## src/rtl/button_conditioner.sv

```systemverilog
// Synchronizes and debounces the increment/decrement buttons, turning each press into a
// one-cycle pulse with cross-channel interlock; define BUTTON_CONDITIONER_AUTO_REPEAT_EN for hold auto-repeat.
module button_conditioner #(
  parameter int unsigned DEBOUNCE_CYCLES      = 500000,
  parameter int unsigned REPEAT_DELAY_CYCLES  = 25000000,
  parameter int unsigned REPEAT_PERIOD_CYCLES = 5000000,
  parameter logic        BUTTON_ACTIVE_LEVEL  = 1'b0
) (
  input  logic clk,
  input  logic reset_n,
  input  logic increment_button_raw,
  input  logic decrement_button_raw,
  output logic increment_pulse,
  output logic decrement_pulse,
  output logic increment_held,
  output logic decrement_held
);

  localparam int unsigned DB_W = (DEBOUNCE_CYCLES > 2) ? $clog2(DEBOUNCE_CYCLES) : 1;
  localparam logic [DB_W-1:0] DB_LAST = DB_W'(DEBOUNCE_CYCLES - 1);

`ifdef BUTTON_CONDITIONER_AUTO_REPEAT_EN
  localparam int unsigned TMR_MAX = (REPEAT_DELAY_CYCLES > REPEAT_PERIOD_CYCLES) ?
                                    REPEAT_DELAY_CYCLES : REPEAT_PERIOD_CYCLES;
  localparam int unsigned TMR_W = (TMR_MAX > 1) ? $clog2(TMR_MAX) : 1;
  localparam logic [TMR_W-1:0] DELAY_LAST  = TMR_W'(REPEAT_DELAY_CYCLES - 1);
  localparam logic [TMR_W-1:0] PERIOD_LAST = TMR_W'(REPEAT_PERIOD_CYCLES - 1);
`else
  logic [63:0] unused_repeat_params;
  assign unused_repeat_params = {REPEAT_DELAY_CYCLES, REPEAT_PERIOD_CYCLES};
`endif

  typedef enum logic [1:0] {
    ST_IDLE    = 2'd0,
    ST_HELD    = 2'd1,
`ifdef BUTTON_CONDITIONER_AUTO_REPEAT_EN
    ST_REPEAT  = 2'd2,
`endif
    ST_BLOCKED = 2'd3
  } state_t;

  // Channel 0 is increment, channel 1 is decrement.
  logic [1:0] raw;
  logic [1:0] sync_meta_q, sync_meta_d;
  logic [1:0] sync_q, sync_d;
  logic [1:0] pressed;
  logic [1:0] held_q_vec, held_d_vec, pulse_q_vec;

  assign raw = {decrement_button_raw, increment_button_raw};

  always_comb begin
    sync_meta_d = raw;
    sync_d      = sync_meta_q;
  end

  always_ff @(posedge clk or negedge reset_n) begin
    if (!reset_n) begin
      sync_meta_q <= {2{~BUTTON_ACTIVE_LEVEL}};
      sync_q      <= {2{~BUTTON_ACTIVE_LEVEL}};
    end else begin
      sync_meta_q <= sync_meta_d;
      sync_q      <= sync_d;
    end
  end

  assign pressed = ~(sync_q ^ {2{BUTTON_ACTIVE_LEVEL}});

  for (genvar gi = 0; gi < 2; gi++) begin : g_chan
    localparam int OTHER = 1 - gi;

    logic [DB_W-1:0] cnt_q, cnt_d;
    logic            held_q, held_d;
    logic            pulse_q, pulse_d;
    state_t          state_q, state_d;
`ifdef BUTTON_CONDITIONER_AUTO_REPEAT_EN
    logic [TMR_W-1:0] timer_q, timer_d;
`endif
    logic own_rise, own_fall, other_held, other_rise;

    always_comb begin
      cnt_d  = '0;
      held_d = held_q;
      if (pressed[gi] != held_q) begin
        if (cnt_q == DB_LAST) begin
          held_d = pressed[gi];
        end else begin
          cnt_d = cnt_q + 1'b1;
        end
      end
    end

    // The FSM looks at next-cycle held levels so the pulse rises together with held.
    assign own_rise   = held_d & ~held_q;
    assign own_fall   = ~held_d & held_q;
    assign other_held = held_d_vec[OTHER];
    assign other_rise = held_d_vec[OTHER] & ~held_q_vec[OTHER];

    always_comb begin
      state_d = state_q;
      pulse_d = 1'b0;
`ifdef BUTTON_CONDITIONER_AUTO_REPEAT_EN
      timer_d = timer_q;
`endif
      if (own_fall) begin
        state_d = ST_IDLE;
      end else begin
        case (state_q)
          ST_IDLE: begin
            if (own_rise) begin
              if (other_held) begin
                state_d = ST_BLOCKED;
              end else begin
                state_d = ST_HELD;
                pulse_d = 1'b1;
`ifdef BUTTON_CONDITIONER_AUTO_REPEAT_EN
                timer_d = DELAY_LAST;
`endif
              end
            end
          end
          ST_HELD: begin
            if (other_rise) begin
              state_d = ST_BLOCKED;
            end
`ifdef BUTTON_CONDITIONER_AUTO_REPEAT_EN
            else if (timer_q == '0) begin
              state_d = ST_REPEAT;
              pulse_d = 1'b1;
              timer_d = PERIOD_LAST;
            end else begin
              timer_d = timer_q - 1'b1;
            end
`endif
          end
`ifdef BUTTON_CONDITIONER_AUTO_REPEAT_EN
          ST_REPEAT: begin
            if (other_rise) begin
              state_d = ST_BLOCKED;
            end else if (timer_q == '0) begin
              pulse_d = 1'b1;
              timer_d = PERIOD_LAST;
            end else begin
              timer_d = timer_q - 1'b1;
            end
          end
`endif
          ST_BLOCKED: state_d = ST_BLOCKED;
          default:    state_d = ST_IDLE;
        endcase
      end
    end

    always_ff @(posedge clk or negedge reset_n) begin
      if (!reset_n) begin
        cnt_q   <= '0;
        held_q  <= 1'b0;
        pulse_q <= 1'b0;
        state_q <= ST_IDLE;
`ifdef BUTTON_CONDITIONER_AUTO_REPEAT_EN
        timer_q <= '0;
`endif
      end else begin
        cnt_q   <= cnt_d;
        held_q  <= held_d;
        pulse_q <= pulse_d;
        state_q <= state_d;
`ifdef BUTTON_CONDITIONER_AUTO_REPEAT_EN
        timer_q <= timer_d;
`endif
      end
    end

    assign held_q_vec[gi]  = held_q;
    assign held_d_vec[gi]  = held_d;
    assign pulse_q_vec[gi] = pulse_q;
  end

  assign increment_pulse = pulse_q_vec[0];
  assign decrement_pulse = pulse_q_vec[1];
  assign increment_held  = held_q_vec[0];
  assign decrement_held  = held_q_vec[1];

endmodule

```

## config.mk

```make
export PLATFORM = sky130hd
export DESIGN_NAME = button_conditioner
export DESIGN_NICKNAME = d
export VERILOG_FILES = /design/src/rtl/button_conditioner.sv
export SDC_FILE = /design/constraint.sdc
export NUM_CORES = 1
export LEC_CHECK = 0
export BUFFER_PORTS_ARGS = -buffer_cell sky130_fd_sc_hd__buf_2
export CORE_ASPECT_RATIO = 0.5
export CORE_UTILIZATION = 45
export CTS_CLUSTER_SIZE = 28
export DETAILED_ROUTE_END_ITERATION = 6
export PLACE_DENSITY_LB_ADDON = 0.08
export SYNTH_ARGS = -nofsm -noshare
export SYNTH_HDL_FRONTEND = slang
export SYNTH_SLANG_ARGS = --single-unit
```

## constraint.sdc

```tcl
create_clock -name clk -period 2.9 [get_ports clk]
set_input_delay 0.725 -clock clk [delete_from_list [all_inputs] [get_ports clk]]
set_output_delay 0.725 -clock clk [all_outputs]
set_load 0.1 [all_outputs]
```

# [Word level (Yosys, flattened, before mapping)]
# Cells that the tools add are included.
[totals] output_inout_bits=4 ff_bits=50 wordCells=63
[classes] eq_ne=12 bitwise=9 muxes=26 add_sub_neg=2 n_reduce_logical=4
[op_table] operator="2-to-1 mux 19 bit" n=4
[op_table] operator="adder 19 x 1 -> 19 bit (second input constant)" n=2
[op_table] operator="== test 19 bit (second input constant)" n=2
[op_table] operator="2-to-1 mux 2 bit" n=8
[op_table] operator="2-to-1 mux 1 bit" n=12
[op_table] operator="inequality test 3 bit (second input constant)" n=4
[op_table] operator="one-hot mux 2 bit (3 select lines)" n=2
[op_table] operator="AND 1 bit" n=4
[op_table] operator="== test 2 x 1 -> 1 bit (second input constant)" n=2
[op_table] operator="== test 2 bit (second input constant)" n=2
[op_table] operator="logical NOT 2 bit" n=2
[op_table] operator="NOT 1 bit" n=4
[op_table] operator="AND reduction 2 bit" n=2
[op_table] operator="inequality test 1 bit" n=2
[op_table] operator="NOT 2 bit" n=1

# [Depth between registers and ports, before layout]
# Gate-level depths: netlist of the first run.
[logic_depth] depth_word=7 ltp_mapped=10 ltp_nobuf=10

# [Least setup slack after synthesis of the first run]
# OpenSTA, ideal clock, no wires.
[synth_path] kind="register to register" from="register g_chan[0].held_q, in the netlist increment_held" to="register g_chan[0].state_q[1]" n_path_buf=0 arrival_ns=2.331 path_stages_with_launch=8 setup_slack_ns=0.481 setup_time_ns=0.088 path_cell_list="dfrtp_1 > o21ai_0 > o21a_1 > ha_1 > nor2_1 > nor2_1 > a311o_1 > nor3b_1"
[synth_via] elab_chain_len=6
[synth_rtl] element="start, declared" line_no="72" text="logic held_q, held_d;"
[synth_rtl] element="start signal, assigned" line_no="164" text="held_q <= held_d;"
[synth_rtl] element="2-to-1 mux 1 bit / inequality test 1 bit (equally long branches)" line_no="84, 83"
[synth_rtl] element="2-to-1 mux 1 bit" line_no="83" text="if (pressed[gi] != held_q) begin"
[synth_rtl] element="NOT 1 bit" line_no="94" text="assign own_fall = ~held_d & held_q;"
[synth_rtl] element="AND 1 bit" line_no="94"
[synth_rtl] element="inequality test 3 bit (no line)"
[synth_rtl] element="AND reduction 2 bit (no line)"
[synth_rtl] element="end signal, assigned" line_no="166" text="state_q <= state_d;"
[synth_rtl] element="end, declared" line_no="74" text="state_t state_q, state_d;"
# Several ways; a longest one is shown, not always the timed one.
# A chain may end at the register's enable or synchronous reset.

# [Worst setup path after layout of the first run]
[layout_path] from="register g_chan[0].cnt_q[7]" to="register g_chan[0].state_q[1]"
[layout_via] elab_chain_len=7
[layout_rtl] element="start, declared" line_no="71" text="logic [DB_W-1:0] cnt_q, cnt_d;"
[layout_rtl] element="start signal, assigned" line_no="163" text="cnt_q <= cnt_d;"
[layout_rtl] element="== test 19 bit (*)" line_no="84" text="if (cnt_q == DB_LAST) begin"
[layout_rtl] element="2-to-1 mux 1 bit (*)" line_no="84"
[layout_rtl] element="2-to-1 mux 1 bit (*)" line_no="83"
[layout_rtl] element="NOT 1 bit" line_no="94"
[layout_rtl] element="AND 1 bit" line_no="94"
[layout_rtl] element="inequality test 3 bit (no line)"
[layout_rtl] element="AND reduction 2 bit (no line)"
# Mark *: on every way between the ends. The rest lies on a longest branch, timed or not.

==> out/summary.txt, run 1 <==
Worst Hold Class = register to register
Fmax = 393 MHz
Synth top area cells = dfrtp_1, nor2_1, xnor2_1
Synth cell types = 42
Mux share of post-synthesis cell area = 0
Area growth from synthesis to layout = 8.35%
Syn. warnings = 0
Syn Inst Count = 257
Worst-Skew Late Latency = 0.31 ns
Worst Path Required = 3.13 ns
Endpoints failing setup = 0
Outcome = completed
Syn Nets = 265
Multi-input gate area = 1190 um^2
Sequential area share after synthesis = 0.499
Delay-heaviest family, CP = simple AND/OR/NAND/NOR gates
Drt drc = 0
Cts-stage hold buffer count = 0
Fin. Hold Viols = 0
Setup crit end kind = register
Post-route design area = 2730 um^2
Post-synthesis average cell area = 9.79 um^2
Die width = 108 um
Most frequent cells in the layout = dfrtp_1, nor2_1, nand3_1
Worst IR Drop VDD = 0.262 mV
First-pass DRT Iterations = 4
Initial core utilization = 0.488
Reg clk slew, reported paths = 0.09 ns
Port-buffer cells = 7
Die area = 5910 um^2
Synth Area in Adders = 0.0199
P_leak = 0.00110 uW
Hold slack = 0.362 ns
Crit-path cells = nor4_1, nand3_1, o21ai_0, o21a_1, ha_1, nor2_1, nor2_1, a311o_1, nor3b_1
Share of cells above drive strength 1 = 0.0892
Cts bufs inserted = 5
Post-CTS sizing = 0
Setup Buffers After CTS = 0
Worst Tran Pin Value = 0.597 ns
Crit path launch type = register
Vias in the first global route = 1,814
Clk_skew = 0.00324 ns
HPWL after DPL = 3.36 mm
Max-slew violation count = 0
Pwr Density = 435 nW/um^2
Gpl congestion = 0.795
Slowest cell on the critical path = dfrtp_1
Die Y = 54.9 um
Largest family of logic cells by synthesized area = simple AND/OR/NAND/NOR gates
Synth Area in XOR/XNOR = 0.0905
Number of H-tree levels = 2
Register area = 1260 um^2
Crit path largest cell delay = 0.45 ns
Overall Global Routing Usage = 0.192
Final-layout fill cell count = 470
Vias post-DR = 1,883
Yosys reg bits = 50
Synth Flop Type = dfrtp_1
CTS tree = done
Root buffer cell = clkbuf_8
Crit path kind = register to register
WL final = 4.86 mm
Layout Nets = 276
Setup total negative slack = 0 ns
Async S/R FF share, synth = 1.00
Compound-Gate Fraction of Synth Area = 0.102
# diodes = 0
Final period util = 0.877
Post-synthesis cell area = 2520 um^2
Maximum fanout along the worst path = 6
Critical path arrival = 2.77 ns
Largest net degree at the start of global routing = 27
Final antenna-violating net count = 0
Placed Area = 2640 um^2
Final min period = 2.54 ns
# rows = 18
Worst slew margin = 0.602
First-pass GRT wire length = 8.44 mm
Ports = 8
Grt ovf = 0
Core ar. = 5160 um^2
Crit-path most repeated cell = nor2_1
1st-iter DRT viols = 74
Post-DR wirelength/cell = 14.3 um
Most common cell after layout, fill and taps aside = dfrtp_1
Share of the synthesized area in the top cell type = 0.457
Max Buffers Root-to-Sink = 2
Post-synth EDFFs = 0
Synth area leader = dfrtp_1
Vias per Instance = 5.55
Post-synthesis simple-gate area fraction = 0.260
Initial antenna violation count = 0
WP buf/inv = 0
Clk sinks = 50
RSZ-0062 raised after global routing = no
Max Cap Viol = 0
-- flip-flops by register name (all words and copies together) (netlist names) --
register         count
increment_pulse      1
g_chan.state_q       4
sync_q               2
sync_d               2
g_chan.cnt_q        38
decrement_held       1
decrement_pulse      1
increment_held       1
-- power by group --
group | internal [uW] | total, uW | switching [uW]
Combinational | 14.6 | 43.3 | 28.7
Sequential | 709 | 718 | 9.29
Clock | 193 | 425 | 232
Total | 916 | 1190 | 270
-- logic make-up (layout without fill, tap and decap cells) --
| kind of cell | Yosys count | in the layout |
|---|---|---|
| AND/OR/NAND/NOR | 124 | 124 |
| flip-flops | 50 | 50 |
| AO/OA/AOI/OAI | 37 | 37 |
| XOR/XNOR | 26 | 26 |
| buffers and inverters | 16 | 28 |
| adder cells (fa/ha/maj) | 4 | 4 |
-- Yosys cell counts, types with 2 or more instances --
cell type  number
a31oi_1         2
dfstp_2         4
o31ai_1         4
nor4bb_1        2
nand2_1        13
o21ai_0         8
a21oi_1        11
or3_1           5
xnor2_1        15
nand3_1        17
nor4b_1         3
inv_1          11
nor4_1          6
and3_1          9
clkbuf_1        2
xor2_1         11
dfrtp_1        46
and4_1          3
nand4_1         9
ha_1            4
nor3_1          6
nand2b_1        2
nor2_1         38
or4_1           8
-- metal layers --
metal  routed length [um]  part of all wire  track usage  up-vias
met4                   42            0.0086       0.0731        0
met1                 2430              0.50        0.242      910
met2                 2250              0.46        0.322       23
li1                     -                 -            -      944
met3                  144             0.030       0.0536        6
met5                    0                 0            0        -
-- final cells by class --
cell class                      count  area share
Sequential cell                    50       0.461
Multi-Input combinational cell    191       0.436
Tap cell                           70      0.0321
Clock buffer                        7      0.0317
Timing Repair Buffer                9      0.0229
Inverter                           11      0.0151
Clock inverter                      1     0.00184
-- final timing paths --
| path | startpoint | cells past startpoint | endpoint | slack, ns |
|---|---|---|---|---|
| setup / recovery | g_chan[0].cnt_q[7] | 9 | g_chan[0].state_q[1] | 0.36 |
| hold / removal | sync_d[1] | 0 | sync_q[1] | 0.36 |
| setup reg to reg | g_chan[0].cnt_q[7] | 9 | g_chan[0].state_q[1] | 0.36 |
| hold reg to reg | sync_d[1] | 0 | sync_q[1] | 0.36 |
| max in group asynchronous | reset_n | 2 | sync_d[1] | 1.87 |
| min in group asynchronous | reset_n | 1 | g_chan[0].cnt_q[10] | 0.41 |
-- metrics by stage --
step | power (uW) | setup WS (ns) | util | instances
floorplan | 750 | 0.481 | - | 257
global placement | 776 | 0.487 | 0.511 | 331
detailed placement | 777 | 0.395 | 0.511 | 331
CTS | 1200 | 0.363 | 0.529 | 339
global route | 1240 | 0.157 | 0.529 | 339
finish | 1190 | 0.356 | 0.529 | 339
-- worst reg2reg max path, cell delays in order, from the launching register on --
cell and delay (ns):
dfrtp_1 0.45, nor4_1 0.44, nand3_1 0.19, o21ai_0 0.32, o21a_1 0.18, ha_1 0.22, nor2_1 0.10, nor2_1 0.06
a311o_1 0.31, nor3b_1 0.19
No activity file was read; power rests on OpenSTA's default activity.
==> run 2: changes to the inputs <==
--- a/config.mk
+++ b/config.mk
@@ -7,10 +7,11 @@
 export LEC_CHECK = 0
 export BUFFER_PORTS_ARGS = -buffer_cell sky130_fd_sc_hd__buf_2
 export CORE_ASPECT_RATIO = 0.5
-export CORE_UTILIZATION = 45
+export CORE_UTILIZATION = 61
 export CTS_CLUSTER_SIZE = 28
 export DETAILED_ROUTE_END_ITERATION = 6
 export PLACE_DENSITY_LB_ADDON = 0.08
+export SLEW_MARGIN = 20
 export SYNTH_ARGS = -nofsm -noshare
 export SYNTH_HDL_FRONTEND = slang
 export SYNTH_SLANG_ARGS = --single-unit
==> run 2 against run 1 <==
Clock power rose by 40%. Global-route usage up 3.5 points. Fmax fell by 1.7%. Total power rose by 14%. Routed wire length shrank 4.6%. Sequential share of layout area fell by 0.44 points. Setup slack got worse by 0.043 ns. Die area is 26% lower. Flip-flop and latch count unchanged. Critical path type unchanged.
==> out/summary.txt, run 2 (synthesized netlist as in run 1, its figures left out) <==
Ports = 8
Max-slew violation count = 0
Clk sinks = 50
Worst IR Drop VDD = 0.285 mV
Max reg flops = 38
1st-iter DRT viols = 68
Most frequent cells in the layout = dfrtp_1, nor2_1, nand3_1
Crit path launch type = register
Die Y = 47.4 um
Die area = 4400 um^2
Worst-Skew Late Latency = 0.30 ns
Met3 routed WL = 146 um
WL final = 4.64 mm
Most common cell after layout, fill and taps aside = dfrtp_1
P_leak = 0.00112 uW
Worst slack, placed = 0.409 ns
Grt ovf = 0
Largest net degree at the start of global routing = 28
First-pass DRT Iterations = 4
Setup Buffers After CTS = 0
Crit-path most repeated cell = nor2_1
Vias post-DR = 1,917
Reg clk slew, reported paths = 0.09 ns
Final period util = 0.892
Max Cap Viol = 0
Endpoints failing setup = 0
Number of H-tree levels = 2
First-pass GRT wire length = 7.67 mm
# rows = 16
Fin. Hold Viols = 0
Port-buffer cells = 7
Crit-path cells = nor4_1, nand3_1, o21ai_0, o21a_1, ha_1, nor2_1, nor2_1, a311o_1, nor3b_1
Fmax = 387 MHz
Post-DR wirelength/cell = 14.3 um
Setup total negative slack = 0 ns
Root buffer cell = clkbuf_8
Die width = 92.8 um
Crit path largest cell delay = 0.49 ns
Slowest cell on the critical path = nor4_1
Final min period = 2.59 ns
Initial antenna violation count = 0
Worst slew margin = 0.548
Biggest register = g_chan.cnt_q
# diodes = 0
Pwr Density = 491 nW/um^2
Top sig layer = met4
Routed length on met2 = 2.19 mm
Initial core utilization = 0.641
Crit path kind = register to register
Setup crit end kind = register
Worst Tran Pin Value = 0.672 ns
Share of cells above drive strength 1 = 0.0963
Post-CTS sizing = 0
Core ar. = 3920 um^2
Clk_skew = 0.0123 ns
RSZ-0062 raised after global routing = no
Cts-stage hold buffer count = 0
Overall Global Routing Usage = 0.227
Fin worst setup slack = 0.313 ns
Critical path arrival = 2.81 ns
CTS tree = done
Area growth from synthesis to layout = 9.40%
Cts bufs inserted = 5
Layout Nets = 277
Drt drc = 0
Worst Hold Class = register to register
HPWL after DPL = 3.25 mm
Post-Route M1 WL = 2.28 mm
Final-layout fill cell count = 327
Worst Path Required = 3.12 ns
Max Buffers Root-to-Sink = 2
Gpl congestion = 0.874
Final antenna-violating net count = 0
Maximum fanout along the worst path = 6
Vias per Instance = 5.92
Outcome = completed
Largest registers = g_chan.cnt_q: 38 flops, g_chan.state_q: 4 flops
Vias in the first global route = 1,752
[run 2: metrics by stage]
step | utilization | power, uW | hold WS (ns) | std cells | instance area, um^2
after floorplan | - | 750 | 0.345 | 257 | 2520
after global placement | 0.665 | 773 | 0.348 | 316 | 2610
after detailed placement | 0.665 | 775 | 0.348 | 316 | 2610
after CTS | 0.702 | 1370 | 0.362 | 324 | 2750
after global routing | 0.702 | 1400 | 0.361 | 324 | 2750
final | 0.702 | 1350 | 0.359 | 324 | 2750
[run 2: area by class of cell]
cell class                      instances  area [um^2]  area share
Sequential cell                        50         1260       0.456
Multi-Input combinational cell        191         1190       0.431
Clock buffer                            6         82.6      0.0300
Tap cell                               54         67.6      0.0245
Clock inverter                          2         60.1      0.0218
Timing Repair Buffer                   10         57.6      0.0209
Inverter                               11         41.3      0.0150
[run 2: routing by layer]
layer  GRT usage  vias up
li1            -      953
met1       0.298      937
met2       0.397       23
met3      0.0619        4
met4      0.0462        0
met5           0        -
[run 2: path summary, 6_finish.rpt]
check / slack (ns) / endpoint / cells past startpoint / start
max in group asynchronous: 2.16 / sync_d[1] / 2 / reset_n
setup reg to reg: 0.31 / g_chan[0].state_q[1] / 9 / g_chan[0].cnt_q[7]
hold / removal: 0.36 / sync_q[1] / 0 / sync_d[1]
hold reg to reg: 0.36 / sync_q[1] / 0 / sync_d[1]
min in group asynchronous: 0.39 / g_chan[0].cnt_q[4] / 2 / reset_n
setup / recovery: 0.31 / g_chan[0].state_q[1] / 9 / g_chan[0].cnt_q[7]
[run 2: report_power, final]
part | internal (uW) | switching, uW | leakage (uW) | total (uW)
Combinational | 14.0 | 28.4 | 0.000371 | 42.4
Clock | 368 | 225 | 0.0000714 | 593
Sequential | 709 | 9.17 | 0.000680 | 718
Total | 1090 | 262 | 0.00112 | 1350
[run 2: worst max-delay path: cells and delay by family (launching register included)]
family	cells	cell delay [ns]
and+or+nand+nor	5	1.03
AOI/OAI and AO/OA	3	0.81
DFF	1	0.45
adders and majority gates	1	0.22
